`src/rtl/multicycle_control.sv`:
```
// Multicycle control sequencer for the X9 core.
// Steps each instruction through FETCH, DECODE, EXEC, (MEM), WB and drives the
// datapath control strobes from the opcode latched in DECODE. Counts retired
// instructions (saturating) and supports a halt opcode.
//
// Ports:
//   Clk, Reset    - clock, synchronous active-high reset
//   Start         - leave IDLE/HALT and begin fetching (clears InstCount from HALT)
//   instr         - opcode from IR, sampled in DECODE only
//   MemAck        - data memory handshake, sampled in MEM only
//   IRWrite, PCWrite, BranchInst, MemRead, MemWrite, MemtoReg, RegWrite - strobes
//   ALUSrc        - 1: register operand, 0: immediate
//   InstType      - 00 normal, 10 movr, 11 movi
//   ALUOp         - ALU operation (4-bit codes zero-extended)
//   IllegalOp     - one-cycle pulse in EXEC for an unmapped opcode
//   Done          - high while halted
//   InstCount     - retired instruction count, saturating
module multicycle_control #(
  parameter int unsigned opwidth   = 4,
  parameter int unsigned mcodebits = 5,
  parameter int unsigned CNTW      = 16
) (
  input  logic                 Clk,
  input  logic                 Reset,
  input  logic                 Start,
  input  logic [mcodebits-1:0] instr,
  input  logic                 MemAck,
  output logic                 IRWrite,
  output logic                 PCWrite,
  output logic                 BranchInst,
  output logic                 MemRead,
  output logic                 MemWrite,
  output logic                 MemtoReg,
  output logic                 RegWrite,
  output logic                 ALUSrc,
  output logic [1:0]           InstType,
  output logic [opwidth-1:0]   ALUOp,
  output logic                 IllegalOp,
  output logic                 Done,
  output logic [CNTW-1:0]      InstCount
);

  typedef enum logic [2:0] {
    StIdle, StFetch, StDecode, StExec, StMem, StWb, StHalt
  } state_e;

  localparam logic [mcodebits-1:0] HaltOp = mcodebits'(6);

  state_e               state_q, state_d;
  logic [mcodebits-1:0] op_q;
  logic [CNTW-1:0]      count_q, count_d;

  // Opcode decode from the latched opcode.
  logic       is_mov, is_low;
  logic [3:0] low;
  logic       is_lb, is_sb, is_bt, is_cmp;
  logic [3:0] dec_alu;
  logic       dec_src, dec_m2r, dec_ill;
  logic [1:0] dec_type;

  assign is_mov = op_q[mcodebits-1];
  // Codes 0-15 need every bit above bit 3 clear; for 5-bit opcodes this is just !is_mov.
  assign is_low = (op_q >> 4) == '0;
  assign low    = op_q[3:0];
  assign is_lb  = is_low && (low == 4'd3);
  assign is_sb  = is_low && (low == 4'd4);
  assign is_bt  = is_low && (low == 4'd5);
  assign is_cmp = is_low && ((low == 4'd13) || (low == 4'd14));

  always_comb begin
    dec_alu  = 4'hF;
    dec_src  = 1'b1;
    dec_m2r  = 1'b0;
    dec_ill  = 1'b0;
    dec_type = 2'b00;
    if (is_mov) begin
      dec_type = {1'b1, op_q[mcodebits-2]};
      dec_alu  = op_q[mcodebits-2] ? 4'b0110 : 4'b0101;
    end else if (!is_low) begin
      dec_ill = 1'b1;
    end else begin
      // Most mapped codes use their own value as the ALU op; bt shares 1111 with rxor.
      dec_alu = (low == 4'd5) ? 4'hF : low;
      dec_src = (low != 4'd2);
      dec_m2r = (low == 4'd3);
      // 6 is the halt opcode and never reaches EXEC; treat it as unmapped anyway.
      dec_ill = (low == 4'd6);
    end
  end

  // Next-state logic.
  always_comb begin
    state_d = state_q;
    unique case (state_q)
      StIdle, StHalt: if (Start) state_d = StFetch;
      StFetch:        state_d = StDecode;
      StDecode:       state_d = (instr == HaltOp) ? StHalt : StExec;
      StExec: begin
        if (is_bt || is_cmp)     state_d = StFetch;
        else if (is_lb || is_sb) state_d = StMem;
        else                     state_d = StWb;
      end
      StMem:          if (MemAck) state_d = is_sb ? StFetch : StWb;
      StWb:           state_d = StFetch;
      default:        state_d = StIdle;
    endcase
  end

  // Control outputs decoded from the state register and latched opcode.
  logic in_dp;
  assign in_dp = (state_q == StExec) || (state_q == StMem) || (state_q == StWb);

  always_comb begin
    IRWrite    = (state_q == StFetch);
    BranchInst = (state_q == StExec) && is_bt;
    MemRead    = (state_q == StMem) && is_lb;
    MemWrite   = (state_q == StMem) && is_sb;
    RegWrite   = (state_q == StWb) && !dec_ill;
    IllegalOp  = (state_q == StExec) && dec_ill;
    Done       = (state_q == StHalt);
    // sb retires in the ack cycle itself, so this one strobe follows MemAck.
    PCWrite    = ((state_q == StExec) && (is_bt || is_cmp)) ||
                 ((state_q == StMem) && is_sb && MemAck) ||
                 (state_q == StWb);
    ALUOp      = in_dp ? opwidth'(dec_alu) : '1;
    ALUSrc     = in_dp ? dec_src : 1'b1;
    InstType   = in_dp ? dec_type : 2'b00;
    MemtoReg   = in_dp && dec_m2r;
  end

  always_comb begin
    count_d = count_q;
    if ((state_q == StHalt) && Start) begin
      count_d = '0;
    end else if (PCWrite && (count_q != '1)) begin
      count_d = count_q + CNTW'(1);
    end
  end

  always_ff @(posedge Clk) begin
    if (Reset) begin
      state_q <= StIdle;
      op_q    <= '0;
      count_q <= '0;
    end else begin
      state_q <= state_d;
      if (state_q == StDecode) op_q <= instr;
      count_q <= count_d;
    end
  end

  assign InstCount = count_q;

endmodule
```
`config.mk`:
```
export PLATFORM = sky130hd
export DESIGN_NAME = multicycle_control
export DESIGN_NICKNAME = d
export VERILOG_FILES = /design/src/rtl/multicycle_control.sv
export SDC_FILE = /design/constraint.sdc
export NUM_CORES = 1
export LEC_CHECK = 0
export ABC_AREA = 0
export BUFFER_PORTS_ARGS = -buffer_cell sky130_fd_sc_hd__buf_2
export CORE_UTILIZATION = 52
export DETAILED_ROUTE_END_ITERATION = 16
export PLACE_DENSITY = 0.78
export SLEW_MARGIN = 0
export SYNTH_ARGS = -nofsm -noshare
export SYNTH_HDL_FRONTEND = slang
export SYNTH_SLANG_ARGS = --single-unit
```
`constraint.sdc`:
```
create_clock -name Clk -period 1.9 [get_ports Clk]
set_input_delay 0.285 -clock Clk [delete_from_list [all_inputs] [get_ports Clk]]
set_output_delay 0.285 -clock Clk [all_outputs]
set_load 0.05 [all_outputs]
```
# Word level (Yosys, flattened, before mapping)
# Cells that the tools add are included.
# totals
ff_bits	24
latchBits	0
ram_bits	0
romBits	0
input_bits	9
out_inout_bits	32
elab_cells	69
memories	0
# classes
addsub	1
n_mul	0
div_mod_pow	0
order_cmp	0
n_eq_ne	17
shift	0
muxes	21
bitwise	0
reduce_logical	27
# ops
operator	n
$pmux W3 S6	1
$add A16 B1 Y16 const B	1
$mux W4	4
$ne A16 B16 Y1 const B	1
$mux W3	5
$logic_and A1 B1 Y1	14
$eq A4 B3 Y1 const B	3
$eq A3 B3 Y1 const B	3
$eq A4 B4 Y1 const B	2
$mux W1	8
$logic_or A1 B1 Y1	7
$eq A3 B2 Y1 const B	2
$mux W2	3
$eq A5 B3 Y1 const B	1
$logic_not A5 Y1	1
$eq A4 B2 Y1 const B	1
$ne A2 B2 Y1 const B	2
$ne A4 B2 Y1 const B	1
$reduce_or A2 Y1	2
$eq A3 B1 Y1 const B	1
$logic_not A3 Y1	1
$reduce_and A2 Y1	1
$logic_not A1 Y1	1

# Depth between registers and ports, before layout
# Gate-level depths: netlist (run 1).
# logic_depth
depth_word	8
ltp_mapped	7
mapped_depth_nobuf	6

# Least setup slack after synthesis (run 1)
# Ideal clock, no wire load.
# synth_path
path_type	register -> output
from	register op_q[3]
to	output MemWrite
arrival_ns	2.289
required_ns	1.615
setup_slack_ns	-0.674
path_stages_with_launch	4
path_buffers	1
path_cell_list	dfxtp_1 buf_6 nor4b_4 nor4bb_1
# synth_via
elab_chain_cells	3
# synth_lines
item	line_no	text
start: declaration	50	logic [mcodebits-1:0] op_q;
start signal: assignment	147	if (state_q == StDecode) op_q <= instr;
$eq A4 B3 Y1	66	assign is_sb = is_low && (low == 4'd4);
$logic_and A1 B1 Y1	66	
$logic_and A1 B1 Y1	117	MemWrite = (state_q == StMem) && is_sb;
end: declaration	32	output logic MemWrite,
# No other way between the ends.

# Worst setup path in the final report (run 1)
# layout_path
from	register op_q[1]
to	output ALUSrc
# layout_via
elab_chain_cells	4
# layout_lines
item	line_no	text
$ne A4 B2 Y1	84	dec_src = (low != 4'd2);
$mux W1	79	end else if (!is_low) begin
$mux W1	76	if (is_mov) begin
$mux W1	126	ALUSrc = in_dp ? dec_src : 1'b1;
end: declaration	35	output logic ALUSrc,
# No other way between the ends.

==> out/qor.txt, run 1 <==
Post-synthesis async set-or-reset flop share: 0%
Setup TNS: -0.004937 ns
Setup crit end: ALUSrc
First-pass GRT wire length: 6396 µm
Max Fclk: 525.0 MHz
H-tree depth: 1
Max VDD drop: 0.9483 mV
Non-filler cells, final: 281
Final hold violation count: 0
Worst-case hold slack: 0.2237 ns
Clk buf depth: 2
Antenna Nets Post-Route: 0
CP Buf/Inv Count: 2
GRT Util Overall: 24.91%
Pins over their slew limit: 0
RSZ-0062 raised after global routing: true
Worst slack, placed: 0.03284 ns
Mapped Cells: 195
Fin crit period: 1.905 ns
Final wirelength: 4007 µm
Clock root buffer: clkbuf_4
Number of port buffers: 40
Leak: 0.8623 nW
Delay of the slowest critical-path stage: 0.40 ns
Pwr dens: 846.7 mW/mm²
Cell variety after synth: 52
Failing checks: setup timing
Dpl cell area: 0.001859 mm²
Critical Path RT: 1.62 ns
Vias: 1672
Synthesized Nets: 205
FF-to-FF path depth: 5
Number of global-route vias before repair: 1482
Critical Path Sink Type: output pin
Die ar.: 0.003146 mm²
Design Area, Final: 0.002078 mm²
Yosys warning count: 0
Skew-Pair Late Insertion Delay: 0.32 ns
Multi-input gate area: 0.001047 mm²
Hold/Removal Path Class: in2reg
Post-Syn Area: 0.001521 mm²
Util after Layout: 75.36%
CP max-delay cell: dfxtp_4
Routability cong.: 0.9064
Crit-path max FO: 7
Antenna violations before repair: 0
Reg clk slew, reported paths: 0.13 ns
CP arrival: 1.62 ns
Period utilization: 100.3%
Most frequent CP cell: buf_6
Fin worst setup slack: -0.004937 ns
Storage element area: 515.5 µm²
IO Count: 41
RR Startpoint: op_q[0]
Crit. path cell count: 5
Horiz. Die Dim: 56.09 µm
Drt first pass iters: 4
DR vias/cell: 5.950
Row cnt: 19
Crit Path Class: reg2out
Antenna cells: 0
Largest net degree at the start of global routing: 16
DP Cell Count: 273
NumNets Final: 262
Number of synthesized register bits: 24
CTS tree: built
CP startpoint kind: register
Synthesized area per cell: 7.802 µm²
FF-to-FF setup slack: 0.04 ns
Crit-path cells: buf_6, nor3b_4, nand2_1, or3_1, buf_6
P&R area growth vs syn: 36.60%
Fillers: 208
MaxCap Viol Count: 0
Reg-to-reg endpoint: InstCount[7]
Worst slew pin tran: 0.3544 ns
Initial Utilization: 55.17%
Iter 0 DRT Violations: 77
Top delay family on crit path: simple AND/OR/NAND/NOR gates
Setup Viol. Count Final: 1
Chip Height: 56.09 µm
Post-DP HPWL: 2772 µm
# DRC: 0
Worst clock skew: 0.004466 ns
Synth Flop Type: dfxtp_1
Num CTS Buffers: 3
Post-synth EDFFs: 0
Core footprint: 0.002758 mm²
Max_slew headroom: 76.38%
Wirelength per Cell: 14.26 µm
# clock sinks: 24
Total power: 1.760 mW
Crit. Startpoint: op_q[1]
Grt ovf: 0
Share of layout cells above drive strength 1: 41.60%
Outcome: finished, violations left
Register area share after synthesis: 31.58%
worst min path at each step:
stage | depth (start not counted) | start | endpoint
after floorplan | 2 | instr[0] | op_q[0]
after global routing | 3 | instr[4] | op_q[4]
after detailed placement | 2 | InstCount[1] | InstCount[1]
after CTS | 3 | instr[4] | op_q[4]
final | 3 | instr[4] | op_q[4]
after global placement | 2 | InstCount[1] | InstCount[1]
sequential cells by signal, indices dropped and copies added, names as in the netlist:
register,count
InstCount,16
state_q,3
op_q,5
where the power goes:
part | internal, mW | switching, mW | leakage (nW)
clock | 0.0743 | 0.149 | 0.0138
sequential | 0.571 | 0.0905 | 0.204
combinational | 0.361 | 0.514 | 0.645
total | 1.01 | 0.754 | 0.862
kinds of logic after synthesis:
| kind of cell | share of synthesized area (%) |
|---|---|
| AND/OR/NAND/NOR | 36.76 |
| AO/OA/AOI/OAI | 19.66 |
| flip-flops | 31.58 |
| buffers and inverters | 5.427 |
| multiplexers | 4.030 |
| XOR/XNOR | 1.727 |
| adder cells (fa/ha/maj) | 0.8222 |
timing repair:
action / 4_1_cts / 5_1_grt
hold endpoints to repair: 0 / 0
resized for setup: 20 / 34
buffers inserted: 3 / 2
setup endpoints to repair: 15 / 19
hold buffers: 0 / 0
pin swaps: 2 / 6
metal layers:
metal	global-route usage, %	routed length [µm]	up-vias
li1	-	-	826
met1	34.40	1864	785
met2	39.63	1883	54
met3	5.814	225	7
met4	5.575	34	0
met5	0	0	-
synth_stat cells, types with 2 or more instances:
| library cell | count | area [µm²] |
|---|---|---|
| a31o_2 | 4 | 35.03 |
| nor2b_1 | 3 | 18.77 |
| nand2_1 | 21 | 78.83 |
| xnor2_1 | 2 | 17.52 |
| clkbuf_1 | 4 | 15.01 |
| mux2i_1 | 5 | 50.05 |
| nand3_1 | 6 | 30.03 |
| nand3b_1 | 3 | 22.52 |
| nor3b_1 | 2 | 15.01 |
| buf_2 | 3 | 15.01 |
| or4_1 | 3 | 22.52 |
| inv_1 | 2 | 7.510 |
| or3_1 | 5 | 31.28 |
| dfxtp_1 | 24 | 480.5 |
| nor2_1 | 31 | 116.4 |
| nand4_1 | 5 | 31.28 |
| o31ai_1 | 3 | 22.52 |
| and2_1 | 3 | 18.77 |
| o21ai_0 | 8 | 40.04 |
| nand2b_1 | 7 | 43.79 |
| o21ai_1 | 2 | 10.01 |
| nor4_1 | 2 | 12.51 |
| a21oi_1 | 12 | 60.06 |
| a31oi_1 | 2 | 12.51 |
| nor4bb_1 | 2 | 20.02 |
| and4_1 | 2 | 17.52 |
| buf_6 | 3 | 33.78 |
| and3_1 | 2 | 12.51 |
tightest hold or removal path, cell delays in order:
cell	delay, ns
buf_2	0.09
mux2i_1	0.06
nor2_1	0.08
layout by cell type (no fill, tap or decap), types with 4 or more instances in the layout:
cell type	instances
buf_2	30
nor2_1	28
buf_4	23
nand2_1	20
a21oi_1	11
dfxtp_2	10
buf_6	9
dfxtp_1	8
nand2b_1	6
nand3_1	6
o21ai_0	6
dfxtp_4	6
or3_1	5
mux2i_1	5
nand4_1	5
a31o_2	4
clkbuf_4	4
layout make-up:
type	count	share of cell area [%]
inverter	2	0.3612
tap	31	1.866
multi-input combinational	157	50.39
timing repair buffer	64	21.49
sequential	24	24.80
clock buffer	3	1.084
No activity file was read; power rests on OpenSTA's default activity.
==> run 2, diff against run 1 <==
--- a/config.mk
+++ b/config.mk
@@ -7,6 +7,7 @@
 export LEC_CHECK = 0
 export ABC_AREA = 0
 export BUFFER_PORTS_ARGS = -buffer_cell sky130_fd_sc_hd__buf_2
+export CORE_MARGIN = 2
 export CORE_UTILIZATION = 52
 export DETAILED_ROUTE_END_ITERATION = 16
 export PLACE_DENSITY = 0.78
==> out/qor.txt, run 2 (synthesized netlist as in run 1, its figures left out) <==
Outcome: finished, violations left
Failing checks: setup timing
Num CTS Buffers: 3
Pins over their slew limit: 0
Worst clock skew: 0.005095 ns
Hold/Removal Path Class: in2reg
Fin crit period: 2.002 ns
Dpl cell area: 0.001844 mm²
Delay of the slowest critical-path stage: 0.40 ns
Clock root buffer: clkbuf_4
Clk buf depth: 2
Antenna violations before repair: 0
Pwr dens: 933.7 mW/mm²
Final wirelength: 4945 µm
Initial Utilization: 55.17%
Worst-case hold slack: 0.2028 ns
Number of port buffers: 40
Worst Hold Launch: instr[4]
Grt ovf: 0
Critical Path Sink Type: output pin
Largest net degree at the start of global routing: 16
RR Startpoint: op_q[0]
Max_slew headroom: 75.70%
Design Area, Final: 0.002151 mm²
Leak: 0.9104 nW
DR vias/cell: 6.235
Antenna Nets Post-Route: 0
CP arrival: 1.72 ns
Horiz. Die Dim: 58.09 µm
CP max-delay cell: dfxtp_4
Wirelength per Cell: 17.35 µm
Reg-to-reg endpoint: InstCount[7]
Crit-path cells: buf_6, nor3b_4, nand2_2, or3_4, buf_8
Row cnt: 19
CP startpoint kind: register
FF-to-FF setup slack: -0.07 ns
Crit Path Class: reg2out
Switching Share: 41.61%
Hold buffers post-CTS: 0
Vias: 1777
Hold worst-path end: op_q[4]
Iter 0 DRT Violations: 131
Share of layout cells above drive strength 1: 43.31%
Max reg flops: 16
Switching pwr: 0.8357 mW
Top delay family on crit path: simple AND/OR/NAND/NOR gates
# DRC: 0
Fin worst setup slack: -0.1016 ns
Max Fclk: 499.6 MHz
NumNets Final: 265
GRT Util Overall: 25.19%
Worst Hold Path Cells: 3
Skew-Pair Late Insertion Delay: 0.34 ns
Non-filler cells, final: 285
Clock share of power: 19.7%
MaxCap Viol Count: 0
First-pass GRT wire length: 6775 µm
Reg clk slew, reported paths: 0.15 ns
Die ar.: 0.003374 mm²
Drt first pass iters: 4
Pint: 1.172 mW
Number of global-route vias before repair: 1529
Chip Height: 58.09 µm
P&R area growth vs syn: 41.36%
H-tree depth: 1
Critical Path RT: 1.62 ns
Setup Viol. Count Final: 6
RSZ-0062 raised after global routing: true
FF-to-FF path depth: 5
CP Buf/Inv Count: 2
Max VDD drop: 0.7821 mV
Worst slew pin tran: 0.3600 ns
DP Cell Count: 271
# clock sinks: 24
Sequential power share: 33.4%
Routability cong.: 0.8616
Combinational group share of total power: 46.9%
Core footprint: 0.002758 mm²
IO Count: 41
CTS tree: built
Most frequent cells in the layout: nor2_1 (30), buf_2 (30), buf_4 (27)
Crit-path max FO: 7
Final hold violation count: 0
Post-DP HPWL: 2875 µm
Antenna cells: 0
Period utilization: 105.3%
==> run 2: worst max path at each step <==
| stage | startpoint | endpoint | slack (ns) | cells after the start |
|---|---|---|---|---|
| after global placement | op_q[1] | InstCount[7] | 0.10 | 5 |
| after global routing | op_q[0] | InstCount[7] | -0.11 | 5 |
| after floorplan | op_q[3] | MemWrite | -0.16 | 3 |
| final | op_q[1] | ALUSrc | -0.10 | 5 |
| after CTS | state_q[2] | ALUSrc | -0.01 | 6 |
| after detailed placement | state_q[0] | InstCount[7] | 0.02 | 5 |
==> run 2: worst min-delay path: stages <==
cell	delay [ns]
buf_2	0.09
mux2i_1	0.07
nor2_1	0.07
==> run 2: metal layers <==
metal | track usage (%) | vias to the layer above | share of wire [%] | wire length [µm]
met5 | 0 | - | 0 | 0
met4 | 6.977 | 0 | 2.6 | 130
met3 | 2.232 | 19 | 6.0 | 295
met2 | 40.58 | 78 | 48 | 2371
met1 | 36.05 | 847 | 43 | 2147
li1 | - | 833 | - | -
==> run 2: timing repair <==
action,4_1_cts,5_1_grt
pin swaps,2,5
setup endpoints to repair,14,18
setup buffers,4,6
gates resized for setup,25,30
==> run 2: final cells by class <==
cell class / count / area, µm²
Clock buffer: 3 / 22.52
Clock inverter: 1 / 30.03
Fill cell: 191 / 606.8
Inverter: 2 / 7.507
Multi-Input combinational cell: 157 / 1070
Sequential cell: 24 / 513.0
Tap cell: 31 / 38.79
Timing Repair Buffer: 67 / 469.2
==> run 2: through the flow <==
stage | setup slack [ns] | TNS, ns | util [%] | total power [mW]
floorplan | -0.1637 | -0.2008 | - | 1.202
global placement | 0.1026 | 0 | 66.88 | 1.387
detailed placement | 0.02309 | 0 | 66.88 | 1.409
CTS | -0.01471 | -0.02555 | 72.01 | 1.845
global route | -0.1147 | -0.7580 | 77.99 | 2.076
finish | -0.1016 | -0.3072 | 77.99 | 2.008
==> run 2: power by group through the flow <==
stage,sequential (mW),clock (mW),combinational [mW]
2_1_floorplan,0.590,0,0.612
3_3_place_gp,0.638,0,0.749
3_5_place_dp,0.648,0,0.761
4_1_cts,0.652,0.389,0.805
5_1_grt,0.679,0.401,0.996
6_report,0.671,0.396,0.941
